[src/rtl/tetris_move_sched.sv]
// tetris_move_sched
//   Arbitrates player button moves and gravity into a single valid/ready move
//   stream for the game FSM. Each button is edge-detected into a one-deep
//   pending bit. A level-dependent gravity counter sets a DOWN pending bit.
//   Granted moves are followed by a fixed cooldown before the next offer.
//
// Ports
//   clk, rst        clock and asynchronous active-high reset
//   en              game active; low forces OFF and discards all pending work
//   right, left,
//   rr, rl          synchronized button levels
//   soft_drop       selects FAST_PERIOD as the gravity period
//   level[3:0]      speed level; period = BASE_PERIOD >> level, clamped
//   move_ready      consumer accepts the offered move
//   move_valid      a move is offered
//   move[2:0]       NONE=0 DOWN=1 LEFT=2 RIGHT=3 ROR=4 ROL=5
//   grav_tick       one-cycle pulse on each gravity expiry
module tetris_move_sched #(
  parameter logic [23:0] BASE_PERIOD = 24'd12_500_000,
  parameter logic [23:0] MIN_PERIOD  = 24'd500_000,
  parameter logic [23:0] FAST_PERIOD = 24'd1_000_000,
  parameter int          COOLDOWN    = 4
) (
  input  logic       clk,
  input  logic       rst,
  input  logic       en,
  input  logic       right,
  input  logic       left,
  input  logic       rr,
  input  logic       rl,
  input  logic       soft_drop,
  input  logic [3:0] level,
  input  logic       move_ready,
  output logic       move_valid,
  output logic [2:0] move,
  output logic       grav_tick
);

  localparam logic [2:0] MV_NONE  = 3'd0;
  localparam logic [2:0] MV_DOWN  = 3'd1;
  localparam logic [2:0] MV_LEFT  = 3'd2;
  localparam logic [2:0] MV_RIGHT = 3'd3;
  localparam logic [2:0] MV_ROR   = 3'd4;
  localparam logic [2:0] MV_ROL   = 3'd5;

  localparam int CW = (COOLDOWN > 1) ? $clog2(COOLDOWN) : 1;

  typedef enum logic [1:0] {ST_OFF, ST_IDLE, ST_OFFER, ST_COOL} state_t;

  state_t      state_reg, state_next;

  // Pending bit i belongs to move code i+1: {ROL, ROR, RIGHT, LEFT, DOWN}.
  logic [4:0]  pend_reg;
  logic [4:0]  pend_next;
  logic [3:0]  prev_reg;        // button history, same order as pend_reg[4:1]
  logic [23:0] cnt_reg;
  logic        grav_tick_reg;
  logic [2:0]  move_reg;
  logic        last_user_reg;   // previous grant was a player move
  logic [CW-1:0] cool_reg;

  logic [3:0]  btn;
  logic [3:0]  btn_edge;
  logic [23:0] shifted;
  logic [23:0] period;
  logic        active;
  logic        expire;
  logic        grant;
  logic [4:0]  set_vec;
  logic [4:0]  clr_vec;
  logic        user_any;
  logic [2:0]  user_sel;
  logic [2:0]  sel_move;
  logic        cool_done;
  logic        arb;

  assign btn      = {rl, rr, right, left};
  assign active   = en && (state_reg != ST_OFF);
  assign btn_edge = btn & ~prev_reg;

  assign shifted = BASE_PERIOD >> level;
  assign period  = soft_drop ? FAST_PERIOD
                 : ((shifted < MIN_PERIOD) ? MIN_PERIOD : shifted);
  // >= rather than == so a period shortened mid-count expires at once.
  assign expire  = active && (cnt_reg >= (period - 24'd1));

  assign grant   = (state_reg == ST_OFFER) && move_ready;
  assign set_vec = active ? {btn_edge, expire} : 5'd0;
  assign clr_vec = grant ? (5'd1 << (move_reg - 3'd1)) : 5'd0;
  // Set after clear: an edge coinciding with its own grant stays pending.
  assign pend_next = (pend_reg & ~clr_vec) | set_vec;

  assign user_any = |pend_reg[4:1];
  always_comb begin
    user_sel = MV_ROL;
    if (pend_reg[2])      user_sel = MV_RIGHT;
    else if (pend_reg[1]) user_sel = MV_LEFT;
    else if (pend_reg[3]) user_sel = MV_ROR;
  end

  // Gravity jumps ahead of player moves only right after a player grant,
  // so neither side can starve the other.
  always_comb begin
    sel_move = MV_NONE;
    if (pend_reg[0] && (last_user_reg || !user_any)) sel_move = MV_DOWN;
    else if (user_any)                                sel_move = user_sel;
  end

  assign cool_done = (cool_reg == CW'(COOLDOWN - 1));
  // The last cooldown cycle doubles as the arbitration cycle, so an offer
  // can follow COOLDOWN idle cycles after a grant with no extra bubble.
  assign arb = (state_reg == ST_IDLE) || ((state_reg == ST_COOL) && cool_done);

  // FSM state register
  always_ff @(posedge clk or posedge rst) begin
    if (rst) state_reg <= ST_OFF;
    else     state_reg <= state_next;
  end

  // FSM next state
  always_comb begin
    state_next = state_reg;
    if (!en) begin
      state_next = ST_OFF;
    end else begin
      case (state_reg)
        ST_OFF:   state_next = ST_IDLE;
        ST_IDLE:  if (sel_move != MV_NONE) state_next = ST_OFFER;
        ST_OFFER: if (move_ready) state_next = (COOLDOWN == 0) ? ST_IDLE : ST_COOL;
        ST_COOL:  if (cool_done)
                    state_next = (sel_move != MV_NONE) ? ST_OFFER : ST_IDLE;
        default:  state_next = ST_OFF;
      endcase
    end
  end

  // FSM outputs
  always_comb begin
    move_valid = (state_reg == ST_OFFER);
    move       = move_valid ? move_reg : MV_NONE;
    grav_tick  = grav_tick_reg;
  end

  // Datapath: edge history, pending bits, gravity, cooldown, offered move
  always_ff @(posedge clk or posedge rst) begin
    if (rst) begin
      prev_reg      <= '0;
      pend_reg      <= '0;
      cnt_reg       <= '0;
      grav_tick_reg <= 1'b0;
      move_reg      <= MV_NONE;
      last_user_reg <= 1'b0;
      cool_reg      <= '0;
    end else if (!en) begin
      prev_reg      <= '0;
      pend_reg      <= '0;
      cnt_reg       <= '0;
      grav_tick_reg <= 1'b0;
      move_reg      <= MV_NONE;
      last_user_reg <= 1'b0;
      cool_reg      <= '0;
    end else begin
      prev_reg      <= active ? btn : 4'd0;
      pend_reg      <= pend_next;
      grav_tick_reg <= expire;
      if (!active || expire) cnt_reg <= '0;
      else                   cnt_reg <= cnt_reg + 24'd1;
      if (arb && (sel_move != MV_NONE)) move_reg <= sel_move;
      if (grant) begin
        last_user_reg <= (move_reg != MV_DOWN);
        cool_reg      <= '0;
      end else if (state_reg == ST_COOL) begin
        cool_reg      <= cool_reg + CW'(1);
      end
    end
  end

endmodule

[config.mk]
export PLATFORM = sky130hd
export DESIGN_NAME = tetris_move_sched
export DESIGN_NICKNAME = d
export VERILOG_FILES = /design/src/rtl/tetris_move_sched.sv
export SDC_FILE = /design/constraint.sdc
export NUM_CORES = 1
export LEC_CHECK = 0
export ABC_CLOCK_PERIOD_IN_PS = 2900
export BUFFER_PORTS_ARGS = -buffer_cell sky130_fd_sc_hd__clkbuf_2
export CAP_MARGIN = 40
export CORE_MARGIN = 10
export CORE_UTILIZATION = 50
export DETAILED_ROUTE_END_ITERATION = 8
export PLACE_DENSITY = 0.67
export SLEW_MARGIN = 10
export SYNTH_ARGS = -nofsm -noshare
export SYNTH_HDL_FRONTEND = slang
export SYNTH_SLANG_ARGS = --single-unit
[constraint.sdc]
create_clock -name clk -period 2.9 [get_ports clk]
set_input_delay 0.29 -clock clk [delete_from_list [all_inputs] [get_ports clk]]
set_output_delay 0.29 -clock clk [all_outputs]
set_load 0.005 [all_outputs]
==> flow_summary.toml, run 1 <==
[routing]
wl_per_cell_um = 14.6
drtAntennaViolNets = 0
drtIter0Drc = 172
drt_wl_total_um = 6150
via_per_inst = 5.54
drc = 0
drt-pass1-iter-count = 4
vias = 2328

[worst_hold_path]
hold_path_class = "in2async"

[setup_path]
cpMostUsedCell = "nor2_1"
reg2reg_slack_ps = 630
worst-path-max-fanout = 23
cp.required_ps = 3090
startpoint_type = "input port"
critical-path-max-stage-delay_ps = 300
r2r_start = "cnt_reg[14]"
worstPathCellList = "clkbuf_2 -> nor2_1 -> nand3_1 -> ha_1 -> nor2_1 -> mux2i_1 -> nor2_1 -> a21oi_1 -> ha_1 -> nor3_1 -> o31ai_1 -> nand3_1 -> o211ai_1 -> buf_12 -> nor3_1"
cp_slowest_cell = "ha_1"
critical_path_class = "in2reg"
critPathArrivalTime_ps = 2740
r2r_end = "cnt_reg[3]"
worst_setup_path_end_kind = "register"
worstRegToRegCells = 7

[layout]
drive_above_1_share_pct = 14.1
n_antenna_cell = 0
layout_commonest_cell = "dfrtp_1"
final_cells = 420
final_util_pct = 57.8
nets = 387
area_growth_pct = 12.3
largest_reg_flops = 24
mostFrequentLayoutCells = "dfrtp_1, nor3_1, nor2_1, ha_1, nand2_1"

[timing]
finalSetupViolations = 0
finalHoldViolCount = 0
rsz0062_at_grt = "false"
drv_slew = 0
fin_tns_setup_ps = 0
maxSlewHeadroom_pct = 62.1
fin_crit_ps = 2550
worstMarginPinSlew_ps = 568
fin_skew_ps = 10.2
period_share_pct = 88.1
fmax_mhz = 391

[cts]
cts_buffers = 5
cts_resized = 0
cts_hold_buf = 0
cts.sinks = 42
cts_setup_buffers = 0
cts-root-buf = "clkbuf_8"
worstSkewPairLatency_ps = 310
cts_max_path_buffers = 2
cts_tree = "yes"
clkTransAtPathRegs_ps = 80
cts_max_level = 2

[global_route]
grt_remaining_overflow = 0
grt_pass1_wl_um = 10900
grt_pass1_vias = 2234
grt_antenna_before_repair = 0
grt_max_degree = 26
grt_usage_pct = 14.9

[synthesis]
seq_area_frac_synth_pct = 37.1
synth_ff_type = "dfrtp_1"
yosys_register_bits = 42
synth_top_area_share_pct = 37.1
synthCells = 322
synth_area_leaders = "dfrtp_1, ha_1, nor3_1"
synth_edf_count = 0
synth_area_um2 = 2830
async_flop_share_pct = 100
synth_area_per_cell_um2 = 8.79
synth.distinct_cells = 49
yosys_warnings = 0
synth_top_area_cell = "dfrtp_1"

[power_and_ir_drop]
peakVddDrop_v = 0.000323
cellLeakagePower_nw = 1.42
power_density_nw_per_um2 = 376
fin_total_pwr_w = 0.00120

[die]
io_pins = 18
start_util_pct = 51.4
dieHeight_um = 95.3
coreArea_um2 = 5510
rows = 27
fp.dieW_um = 95.3
dieArea_um2 = 9070

[outcome]
outcome = "complete, no violations"

[placed_design]
dp_hpwl_um = 4820
dp_cells = 412
gp_congestion = 0.934
portBuffers = 17

[job]
drv_cap = 0
[worst max path at each step]
stage | end | startpoint | slack (ps)
2_1_floorplan | cnt_reg[4] | level[1] | 90
3_3_place_gp | cnt_reg[4] | level[1] | 60
3_5_place_dp | cnt_reg[3] | level[1] | 40
4_1_cts | cnt_reg[3] | level[1] | 360
5_1_grt | cnt_reg[2] | level[1] | 110
6_report | cnt_reg[3] | level[1] | 350
[kinds of logic after synthesis]
kind of cell             share of synthesized area (%)
AO/OA/AOI/OAI                                     12.7
adder cells (fa/ha/maj)                           11.9
flip-flops                                        37.1
AND/OR/NAND/NOR                                   26.2
XOR/XNOR                                          7.11
multiplexers                                     0.354
buffers and inverters                             4.29
other                                            0.265
[cells in the mapped netlist (all sizes together) (3+ instances only)]
cell type / count
clkbuf: 11
nand4: 6
dfrtp: 42
inv: 17
nand3: 13
xor2: 8
and2: 8
ha: 27
nor3: 34
o31ai: 3
o21ai: 19
o21a: 3
nand2: 26
nand2b: 4
xnor2: 15
nor2b: 3
and3: 5
a21oi: 16
and4: 3
nor2: 27
[area by class of cell]
cell class | instances | area, um^2
timing repair buffer | 30 | 215
multi-input combinational | 251 | 1670
clock buffer | 5 | 68.8
sequential | 42 | 1050
clock inverter | 3 | 25.0
inverter | 17 | 63.8
fill | 482 | 2330
tap | 72 | 90.1
[metal layers]
metal  global-route usage [%]  share of wire [%]  up-vias
met4                     3.49               0.55        0
met5                        0                  0        -
met1                     21.3                 52     1094
met3                     4.08                3.5        4
met2                     21.7                 44       37
li1                         -                  -     1193
[stage by stage]
stage | hold WS (ps) | area, um^2 | setup slack, ps
finish | 1.96 | 3180 | 346
global route | 18.6 | 3180 | 108
CTS | 8.86 | 3180 | 359
detailed placement | 348 | 3090 | 44.5
global placement | 494 | 3060 | 64.1
floorplan | 403 | 2840 | 85.3
[power by group]
part / internal, W / leakage (nW) / switching [W] / total (W)
clock: 0.000174 / 0.0447 / 0.000226 / 0.000399
combinational: 0.0000694 / 0.798 / 0.0000989 / 0.000168
sequential: 0.000604 / 0.579 / 0.0000232 / 0.000627
[worst max-delay path, delay by kind of cell]
family	cells	cell delay (ps)
buf+inv	2	300
compound gates	3	600
fa+ha+maj	2	580
mux	1	70
simple gates	7	890
Note: power is estimated with default switching activity, not from simulation.
==> run 2, diff against run 1 <==
- HOLD_SLACK_MARGIN: unset -> 0.02
==> run 2 against run 1 <==
Compared with the run above: flip-flop and latch count stayed put; global-route usage hardly changed; routed wire length is 0.41% higher; worst setup slack worse by 5.3 ps; first-iteration DRC count is 30% higher; via count stayed put; core utilization is 0.18 points higher; sequential share of layout area is 0.10 points lower; clock power hardly changed; design area is 0.31% higher; worst hold slack better by 170 ps; critical path type unchanged.
==> flow_summary.toml, run 2 (synthesis results as in run 1) <==
[cts]
cts_buffers = 5
cts_setup_buffers = 0
cts.sinks = 42
worstSkewPairLatency_ps = 310
cts_max_level = 2
cts_tree = "yes"
cts_max_path_buffers = 2
clkTransAtPathRegs_ps = 90
cts-root-buf = "clkbuf_8"

[layout]
drive_above_1_share_pct = 14.0
largest_reg_flops = 24
n_antenna_cell = 0
area_growth_pct = 12.7
nets = 388
mostFrequentLayoutCells = "dfrtp_1, nor3_1, nor2_1, ha_1, nand2_1"
layout_commonest_cell = "dfrtp_1"

[timing]
fmax_mhz = 391
period_share_pct = 88.3
setup_ws_ps = 340
fin_skew_ps = 10.3
holdWs_ps = 173
drv_slew = 0
finalHoldViolCount = 0
fin_crit_ps = 2560
worstMarginPinSlew_ps = 567
maxSlewHeadroom_pct = 62.2
rsz0062_at_grt = "false"
fin_tns_setup_ps = 0
finalSetupViolations = 0

[worst_hold_path]
hold_path_class = "in2reg"
holdPathStages = 3

[routing]
drt-pass1-iter-count = 4
drtIter0Drc = 223
drt_wl_total_um = 6170
wl_per_cell_um = 14.7
vias = 2328
drtAntennaViolNets = 0
drc = 0
via_per_inst = 5.53

[global_route]
grt_antenna_before_repair = 0
grt_pass1_vias = 2239
grt_usage_pct = 14.9
grt_max_degree = 26
grt_remaining_overflow = 0
grt_pass1_wl_um = 10900

[placed_design]
gp_congestion = 0.934
portBuffers = 17
post-place-ws_ps = 44.5
dp_hpwl_um = 4820

[setup_path]
worst-path-max-fanout = 23
startpoint_type = "input port"
worstRegToRegCells = 7
worst_setup_path_end_kind = "register"
critical_path_class = "in2reg"
cp.required_ps = 3090
critPathArrivalTime_ps = 2750

[die]
coreArea_um2 = 5510
dieHeight_um = 95.3
start_util_pct = 51.4
rows = 27
dieArea_um2 = 9070
fp.dieW_um = 95.3
io_pins = 18

[outcome]
outcome = "complete, no violations"

[power_and_ir_drop]
power_density_nw_per_um2 = 375
peakVddDrop_v = 0.000323
cellLeakagePower_nw = 1.43

[job]
drv_cap = 0
[run 2: changes by cell type in the layout (fill, tap and decap cells not counted)]
cell and change:
dlygate4sd3_1 +1
[run 2: where the power goes]
group | switching (W) | total (W) | leakage [nW] | internal [W]
Combinational | 0.0000992 | 0.000169 | 0.802 | 0.0000703
Clock | 0.000226 | 0.000400 | 0.0447 | 0.000174
Sequential | 0.0000232 | 0.000627 | 0.579 | 0.000604
[run 2: what timing repair did]
item | in CTS | in global routing
hold endpoints to repair | 10 | 0
setup endpoints to repair | 0 | 0
hold buffers | 1 | 0
gates resized for setup | 0 | 0
[run 2: metrics by stage]
| stage | cells | instance area (um^2) | total power (W) | util [%] |
|---|---|---|---|---|
| after floorplan | 323 | 2840 | 0.000748 | - |
| after global placement | 411 | 3060 | 0.000800 | 55.6 |
| after detailed placement | 412 | 3090 | 0.000808 | 56.1 |
| after CTS | 421 | 3190 | 0.00121 | 57.9 |
| after global routing | 421 | 3190 | 0.00127 | 57.9 |
| final | 421 | 3190 | 0.00120 | 57.9 |
[run 2: worst paths after layout]
check	to	slack [ps]	startpoint
min reg2reg	pend_reg[1]	510	prev_reg[0]
min in group asynchronous	cnt_reg[3]	560	rst
max	cnt_reg[3]	340	level[1]
max in group asynchronous	move_reg[2]	1660	rst
max reg2reg	cnt_reg[3]	630	cnt_reg[14]
min	prev_reg[2]	170	rr
[run 2: worst max-delay path, stage by stage]
cell      delay (ps)
clkbuf_2          90
nor2_1           220
nand3_1          190
ha_1             300
nor2_1           110
mux2i_1           70
nor2_1            90
a21oi_1           50
ha_1             280
nor3_1            50
o31ai_1          250
nand3_1          160
o211ai_1         300
buf_12           210
nor3_1            70
[run 2: final cells by class]
cell class	instances	area [um^2]
Clock inverter	3	25.0
Timing Repair Buffer	31	225
Clock buffer	5	68.8
Fill cell	481	2320
Tap cell	72	90.1
Sequential cell	42	1050
Inverter	17	63.8
Multi-Input combinational cell	251	1670
[run 2: layer usage]
metal | track usage [%] | wire length (um)
met5 | 0 | 0
met4 | 3.49 | 34
met3 | 4.16 | 216
met2 | 21.8 | 2740
met1 | 21.3 | 3180
==> run 3, diff against run 2 <==
- PLACE_DENSITY: 0.67 -> unset
- PLACE_DENSITY_LB_ADDON: unset -> 0.15
==> run 3 against run 2 <==
Compared with the run above: sequential power barely moved; clock skew rose by 6.5 ps; combinational power fell by 4%; global-route usage fell by 0.95 points; via count rose by 1.5%; critical path type unchanged; largest cell class unchanged.
==> flow_summary.toml, run 3 (synthesis results as in run 1) <==
[setup_path]
critPathArrivalTime_ps = 2820
worst-path-max-fanout = 23
startpoint = "level[1]"
worst_setup_path_end_kind = "register"
critical_path_class = "in2reg"
cp.required_ps = 3070
cpMostUsedCell = "nor2_1"
cp_slowest_cell = "ha_1"
r2r_start = "cnt_reg[14]"
startpoint_type = "input port"
critical-path-max-stage-delay_ps = 310
worstSetupPathDepth = 15
cp_top_family = "simple AND/OR/NAND/NOR gates"
worstRegToRegCells = 7
cp_num_buf_inv = 2
reg2reg_slack_ps = 740
worstPathCellList = "clkbuf_2 -> nor2_1 -> nand3_1 -> ha_1 -> nor2_1 -> mux2i_1 -> nor2_1 -> a21oi_1 -> ha_1 -> nor3_1 -> o31ai_1 -> nand3_1 -> o211ai_1 -> buf_12 -> nor3_1"
r2r_end = "cnt_reg[7]"

[routing]
wl_per_cell_um = 15.0
vias = 2364
drt-pass1-iter-count = 4
drt_wl_total_um = 6230
drc = 0
drtAntennaViolNets = 0
via_per_inst = 5.68
drtIter0Drc = 172

[layout]
final_cells = 416
area_growth_pct = 10.5
mostFrequentLayoutCells = "dfrtp_1, nor3_1, nor2_1, ha_1, nand2_1"
n_antenna_cell = 0
fin_area_um2 = 3130
multi_input_area_um2 = 1670
register_area_um2 = 1050
layout_commonest_cell = "dfrtp_1"
fillerInstances = 483
largest_reg_flops = 24
nets = 383
drive_above_1_share_pct = 13.1

[placed_design]
dp_cells = 408
placed_area_um2 = 3040
dp_hpwl_um = 4650
gp_congestion = 0.840
portBuffers = 17
post-place-ws_ps = -8.53

[die]
dieArea_um2 = 9070
rows = 27
io_pins = 18
dieHeight_um = 95.3
coreArea_um2 = 5510
start_util_pct = 51.4
fp.dieW_um = 95.3

[timing]
drv_slew = 0
maxSlewHeadroom_pct = 64.3
rsz0062_at_grt = "false"
finalSetupViolations = 0
worstMarginPinSlew_ps = 536
setup_ws_ps = 251
fin_crit_ps = 2650
fin_tns_setup_ps = 0
finalHoldViolCount = 0
fmax_mhz = 377
fin_skew_ps = 16.8
period_share_pct = 91.4

[cts]
cts_tree = "yes"
cts-root-buf = "clkbuf_8"
clkTransAtPathRegs_ps = 100
cts_setup_buffers = 0
cts_max_level = 2
cts_buffers = 5
cts_resized = 0
cts_max_path_buffers = 2
cts_hold_buf = 0
worstSkewPairLatency_ps = 300
cts.sinks = 42

[outcome]
outcome = "complete, no violations"

[global_route]
grt_remaining_overflow = 0
grt_pass1_wl_um = 10400
grt_antenna_before_repair = 0
grt_usage_pct = 14.0
grt_max_degree = 43
grt_pass1_vias = 2172

[power_and_ir_drop]
fin_total_pwr_w = 0.00119
cellLeakagePower_nw = 1.39
peakVddDrop_v = 0.000294
power_density_nw_per_um2 = 379

[job]
drv_cap = 0

[worst_hold_path]
hold_path_class = "in2async"
[run 3: changes by cell type in the layout (fill, tap and decap cells not counted), sizes merged]
cell,previous run,this run
buf,13,9
clkinv,1,0
clkinvlp,1,2
dlygate4sd3,1,0
[run 3: tightest hold or removal path, cell delays in order]
cell and delay [ps]:
clkbuf_2 80, inv_1 40, buf_4 440
[run 3: per-layer routing]
layer	up-vias	track usage, %	share of wire (%)
met3	6	2.36	2.9
met5	-	0	0
li1	1182	-	-
met2	42	21.4	45
met4	0	3.37	0.64
met1	1134	20.0	51
[run 3: stage by stage]
step / utilization [%] / hold WS [ps]
final: 56.8 / 78.6
after floorplan: - / 403
after global routing: 56.8 / 129
after global placement: 55.1 / 434
after detailed placement: 55.1 / 436
after CTS: 56.8 / 99.0
[run 3: worst max-delay path by stage]
stage | slack, ps | endpoint
finish | 250 | cnt_reg[13]
global route | 30 | cnt_reg[13]
CTS | 300 | cnt_reg[13]
global placement | 0.7 | cnt_reg[2]
floorplan | 90 | cnt_reg[4]
detailed placement | -9 | cnt_reg[4]
[run 3: where the power goes]
| group | internal, W | switching [W] | total (W) |
|---|---|---|---|
| clock network | 0.000172 | 0.000221 | 0.000393 |
| logic | 0.0000630 | 0.0000998 | 0.000163 |
| registers | 0.000604 | 0.0000252 | 0.000629 |
[run 3: layout make-up]
class                           instances  area share [%]
Multi-Input combinational cell        251            53.3
Sequential cell                        42            33.6
Timing Repair Buffer                   26            5.28
Tap cell                               72            2.88
Clock buffer                            5            2.20
Inverter                               17            2.04
Clock inverter                          3           0.760
